--- src/rtl/vga_mem_arbiter.sv ---
// vga_mem_arbiter
//   Shares one single-port synchronous RAM between the VGA text fetch path
//   and the CPU. VGA announces a memory cycle one clock ahead on
//   i_vga_access; the following clock is reserved for it with zero wait.
//   The CPU fills every other cycle through a cs/we/ack handshake.
//
// Ports
//   i_clk, i_reset          clock, synchronous active-high reset
//   i_vga_addr/cs/access    VGA fetch request (access = cs next clock)
//   o_vga_dat               VGA read data, the clock after i_vga_cs
//   i_cpu_addr/dat/cs/we    CPU request, held until o_cpu_ack
//   o_cpu_dat, o_cpu_ack    CPU read data and one-cycle completion pulse
//   o_vga_err               sticky: i_vga_cs without prior i_vga_access
//   o_mem_*                 RAM port (addr, write data, cs, we)
//   i_mem_dat               RAM read data, one clock after o_mem_cs
//
// CPU FSM
//   state | meaning
//   IDLE  | waiting for a CPU request in a non-granted cycle
//   WAIT  | RAM read data arriving; captured for reads
//   ACK   | o_cpu_ack high for exactly this cycle

module vga_mem_arbiter #(
    parameter int AW = 16,
    parameter int DW = 16
) (
    input  logic          i_clk,
    input  logic          i_reset,
    input  logic [AW-1:0] i_vga_addr,
    input  logic          i_vga_cs,
    input  logic          i_vga_access,
    output logic [DW-1:0] o_vga_dat,
    input  logic [AW-1:0] i_cpu_addr,
    input  logic [DW-1:0] i_cpu_dat,
    input  logic          i_cpu_cs,
    input  logic          i_cpu_we,
    output logic [DW-1:0] o_cpu_dat,
    output logic          o_cpu_ack,
    output logic          o_vga_err,
    output logic [AW-1:0] o_mem_addr,
    output logic [DW-1:0] o_mem_dat,
    output logic          o_mem_cs,
    output logic          o_mem_we,
    input  logic [DW-1:0] i_mem_dat
);

    typedef enum logic [1:0] {
        ST_IDLE = 2'd0,
        ST_WAIT = 2'd1,
        ST_ACK  = 2'd2
    } state_t;

    state_t        state_q, state_d;
    logic          vga_grant_q;
    logic          ack_q, ack_d;
    logic          we_q, we_d;
    logic [DW-1:0] cpu_dat_q, cpu_dat_d;
    logic          vga_err_q, vga_err_d;
    logic          cpu_issue;

    // Issue is gated by reset so an aborted cycle never reaches the RAM.
    assign cpu_issue = (state_q == ST_IDLE) && i_cpu_cs && !vga_grant_q && !i_reset;

    always_ff @(posedge i_clk) begin
        if (i_reset) begin
            state_q     <= ST_IDLE;
            vga_grant_q <= 1'b0;
            ack_q       <= 1'b0;
            we_q        <= 1'b0;
            cpu_dat_q   <= '0;
            vga_err_q   <= 1'b0;
        end else begin
            state_q     <= state_d;
            vga_grant_q <= i_vga_access;
            ack_q       <= ack_d;
            we_q        <= we_d;
            cpu_dat_q   <= cpu_dat_d;
            vga_err_q   <= vga_err_d;
        end
    end

    always_comb begin
        state_d   = state_q;
        ack_d     = 1'b0;
        we_d      = we_q;
        cpu_dat_d = cpu_dat_q;
        vga_err_d = vga_err_q | (i_vga_cs & ~vga_grant_q);
        case (state_q)
            ST_IDLE: begin
                if (cpu_issue) begin
                    state_d = ST_WAIT;
                    we_d    = i_cpu_we;
                end
            end
            ST_WAIT: begin
                if (!we_q) begin
                    cpu_dat_d = i_mem_dat;
                end
                ack_d   = 1'b1;
                state_d = ST_ACK;
            end
            ST_ACK: begin
                state_d = ST_IDLE;
            end
            default: begin
                state_d = ST_IDLE;
            end
        endcase
    end

    // RAM port mux. An unannounced i_vga_cs is not served: the port then
    // follows the CPU/idle rule.
    always_comb begin
        o_mem_cs   = 1'b0;
        o_mem_we   = 1'b0;
        o_mem_addr = '0;
        o_mem_dat  = '0;
        if (vga_grant_q) begin
            o_mem_cs   = i_vga_cs;
            o_mem_addr = i_vga_addr;
        end else if (cpu_issue) begin
            o_mem_cs   = 1'b1;
            o_mem_we   = i_cpu_we;
            o_mem_addr = i_cpu_addr;
            o_mem_dat  = i_cpu_dat;
        end
    end

    assign o_vga_dat = i_mem_dat;
    assign o_cpu_dat = cpu_dat_q;
    assign o_cpu_ack = ack_q;
    assign o_vga_err = vga_err_q;

endmodule

--- config.mk ---
export PLATFORM = sky130hd
export DESIGN_NAME = vga_mem_arbiter
export DESIGN_NICKNAME = d
export VERILOG_FILES = /design/src/rtl/vga_mem_arbiter.sv
export SDC_FILE = /design/constraint.sdc
export NUM_CORES = 1
export LEC_CHECK = 0
export ABC_CLOCK_PERIOD_IN_PS = 1800
export BUFFER_PORTS_ARGS = -buffer_cell sky130_fd_sc_hd__buf_2
export CAP_MARGIN = 20
export CORE_MARGIN = 4
export CORE_UTILIZATION = 33
export DETAILED_ROUTE_END_ITERATION = 10
export PLACE_DENSITY = 0.88
export SETUP_SLACK_MARGIN = 0.4
export SYNTH_ARGS = -nofsm -noshare
export SYNTH_HDL_FRONTEND = slang
export SYNTH_SLANG_ARGS = --single-unit
--- constraint.sdc ---
create_clock -name i_clk -period 1.8 [get_ports i_clk]
set_input_delay 0.18 -clock i_clk [delete_from_list [all_inputs] [get_ports i_clk]]
set_output_delay 0.18 -clock i_clk [all_outputs]
set_load 0.02 [all_outputs]
==> summary.txt <==
Cells and area
  • Layout cells sized above 1: 0.640
  • Total of fill cells in the finished design: 306
  • Number of nets in the layout: 335
  • Utilization after layout: 0.581
  • Area growth from synthesis to final layout: 65.4%
  • Diodes inserted: 0
  • Layout Cells excl Fill: 310

Power and ir drop
  • Leakage dissipation: 0.00114 uW
  • Power per Cell Area: 643 nW/um2
  • Post-layout total power: roughly 1300 uW
  • Worst ir drop on vdd: around 290 uV

Clocking
  • Depth of the CTS H-tree: 1
  • Worst skew pair latency: 0.25 ns
  • Cts-stage hold buffer count: 0
  • Number of buffers created by CTS: 3
  • Max clock buf depth: 2
  • CTS clk-pin slew, worst paths: ~0.08 ns
  • Count of clock tree sinks: 22
  • Clock tree from TritonCTS: built
  • CTS root buffer: clkbuf_8

Global routing
  • Maximum number of pins on one net before global-route repair: 22
  • Wire length of the first global-routing pass: 5.44 mm
  • Antenna violations before repair: 0
  • Vias in the first global route: 1313
  • Aggregate global-route resource usage: 0.151
  • Overflow after GRT: 0

Drt
  • Per-cell routed wire length: approximately 13 um
  • First drt pass iteration count: 4
  • Total Wirelength: ~3.9 mm
  • Average via count per standard cell: 4.57
  • DRC violations left: 0
  • Initial DRC count: 41
  • Total via count in the routed design: 1418
  • Number of antenna-violating nets in the routed design: 0

Timing
  • Total negative slack: 0 ns
  • Setup violations, final: 0
  • Part of the cycle the worst path needs: 0.927
  • Post-route setup slack: 0.131 ns
  • Worst Skew: 0.00291 ns
  • Remaining max-slew budget at the tightest pin: 0.849
  • Max-slew violation count: 0
  • Achievable Freq: 599 MHz
  • Transition time of the tightest slew-check pin: 0.224 ns
  • RSZ-0062 raised after global routing: true
  • Time the worst path needs with I/O delays and setup: between 1.5 and 2 ns
  • Number of endpoints with negative hold slack in the final report: 0

Placed design
  • DP Worst Slack: 0.283 ns
  • Estimated wirelength of the detail-placed design: roughly 3.2 mm
  • Number of buffers added on ports: 137
  • Final weighted congestion in routability-driven placement: 0.694
  • # placed instances: 304

Critical path
  • Count of cells along the worst register-to-register path: 5
  • Critical path peak fanout: 9
  • Critical Path Source Type: flip-flop
  • Chain of cells forming the critical path: nor4_4, and2_4, clkbuf_16, a22o_4, buf_4
  • Crit path largest cell delay: between 0.3 and 0.4 ns
  • Worst endpoint required time: 1.62 ns
  • Crit path DAT: ~1.5 ns
  • Setup CP Type: flip-flop to primary output
  • CP Buf/Inv Count: 2
  • Cell depth of the worst setup path: 5
  • Crit path max-delay cell type: dfxtp_2
  • Category of the worst setup path capture point: primary output
  • Cell family contributing the most delay on the critical path: simple AND/OR/NAND/NOR gates

Floorplan
  • Area of the die: 4690 um2
  • Boundary Pins: 138
  • Row cnt: 21
  • Die width: a little under 70 um
  • Starting utilization of the core area: 0.351
  • Core outline area: 3440 um2
  • Die Y-Extent: 68.5 um

Synth
  • Area share of and/or/nand/nor cells after synthesis: 0.261
  • Average cell area after synthesis: 8.45 um2
  • Synthesized netlist net count: 213
  • Adder-cell share of the synthesized area: 0
  • Fraction of synthesized area in multiplexers: 0
  • Sequential share of the synthesized area: 0.364
  • Post-synthesis cell area: 1210 um2
  • Yosys warnings: 0
  • Largest family of logic cells by synthesized area: simple AND/OR/NAND/NOR gates
  • XOR/XNOR Fraction of Synth Area: 0
  • Distinct cells, synth: 24
  • Post-synthesis register bit count: 22
  • Fraction of the mapped netlist area in compound gates: 0.207
  • Mapped Cells: ~140

Run
  • Max capacitance violation total: 0

Run status
  • Result of the run: completed

Worst hold path
  • Hold path depth: 2
  • Type of the most critical hold path: input pin to flip-flop
==> worst paths after layout <==
check	start	endpoint	slack, ns
hold / removal	i_vga_access	vga_grant_q$_SDFF_PP0_	0.13
hold reg to reg	o_cpu_dat[7]$_SDFFE_PP0P_	o_cpu_dat[7]$_SDFFE_PP0P_	0.45
setup reg to reg	state_q[0]$_SDFFE_PP0P_	we_q$_SDFFE_PP0P_	0.53
setup / recovery	state_q[0]$_SDFFE_PP0P_	o_mem_addr[14]	0.13
==> worst register-to-register path, cell delays in order (launching register included) <==
cell,delay (ns)
dfxtp_2,0.35
nor4_4,0.27
and2_4,0.21
clkbuf_16,0.16
buf_4,0.11
o21bai_1,0.06
==> where the power goes <==
| part | internal [uW] | leakage, uW | switching (uW) |
|---|---|---|---|
| sequential | 510 | 0.000180 | 13.4 |
| clock | 194 | 0.0000288 | 149 |
| combinational | 196 | 0.000929 | 224 |
| total | 900 | 0.00114 | 386 |
==> layout by cell type, fill, tap and decap left out, types with 2 or more instances in the layout <==
cell      instances
a22o_1            9
nand2_1          32
dfxtp_1          20
nor3b_1           2
buf_4            22
clkbuf_8          4
and3_1           10
a21oi_1          17
a22o_4            7
and3_2            7
buf_2           120
dfxtp_2           2
==> layer usage <==
| layer | GRT usage | vias up | share of wire |
|---|---|---|---|
| met4 | 0.0596 | 0 | 0.0077 |
| met2 | 0.285 | 74 | 0.54 |
| li1 | - | 719 | - |
| met3 | 0.0259 | 2 | 0.095 |
| met1 | 0.165 | 623 | 0.35 |
| met5 | 0 | - | 0 |
==> sequential cells by signal (all words and copies together) (netlist names) <==
name	flops
vga_grant_q	1
we_q	1
state_q	2
o_cpu_dat	16
o_vga_err	1
o_cpu_ack	1
==> logic make-up (layout without fill, tap and decap cells) <==
group                  after synthesis  in the layout
flip-flops                          22             22
AND/OR/NAND/NOR                     58             58
buffers and inverters               28            149
AO/OA/AOI/OAI                       35             35
==> cells in the mapped netlist (all sizes together) <==
cell type	number	share of area
a21o	1	0.0072
a21oi	17	0.070
a22o	16	0.12
and2	1	0.0052
and3	17	0.095
buf	21	0.14
clkbuf	6	0.020
dfxtp	22	0.36
inv	1	0.0031
nand2	32	0.099
nand2b	1	0.0052
nor2	1	0.0031
nor2b	1	0.0052
nor3b	3	0.023
nor4	1	0.018
o21bai	1	0.0062
or3b	1	0.0072
==> cell type report <==
class / count / area [um2] / share of cell area
Multi-Input combinational cell: 93 / 629 / 0.315
Clock buffer: 4 / 55.1 / 0.0275
Sequential cell: 22 / 443 / 0.222
Tap cell: 46 / 57.6 / 0.0288
Inverter: 1 / 3.75 / 0.00188
Timing Repair Buffer: 144 / 811 / 0.406
==> through the flow <==
stage	area [um2]	hold WS, ns
2_1_floorplan	1270	0.308
3_3_place_gp	1850	0.405
3_5_place_dp	1850	0.394
4_1_cts	1970	0.123
5_1_grt	2000	0.131
6_report	2000	0.126
==> repair_timing <==
item | 4_1_cts | 5_1_grt
gates resized for setup | 22 | 1
endpoints found under the setup margin | 34 | 38
pin swaps | 2 | 0
buffers inserted | 1 | 0
gates cloned | 0 | 1
No activity file was read; power rests on OpenSTA's default activity.
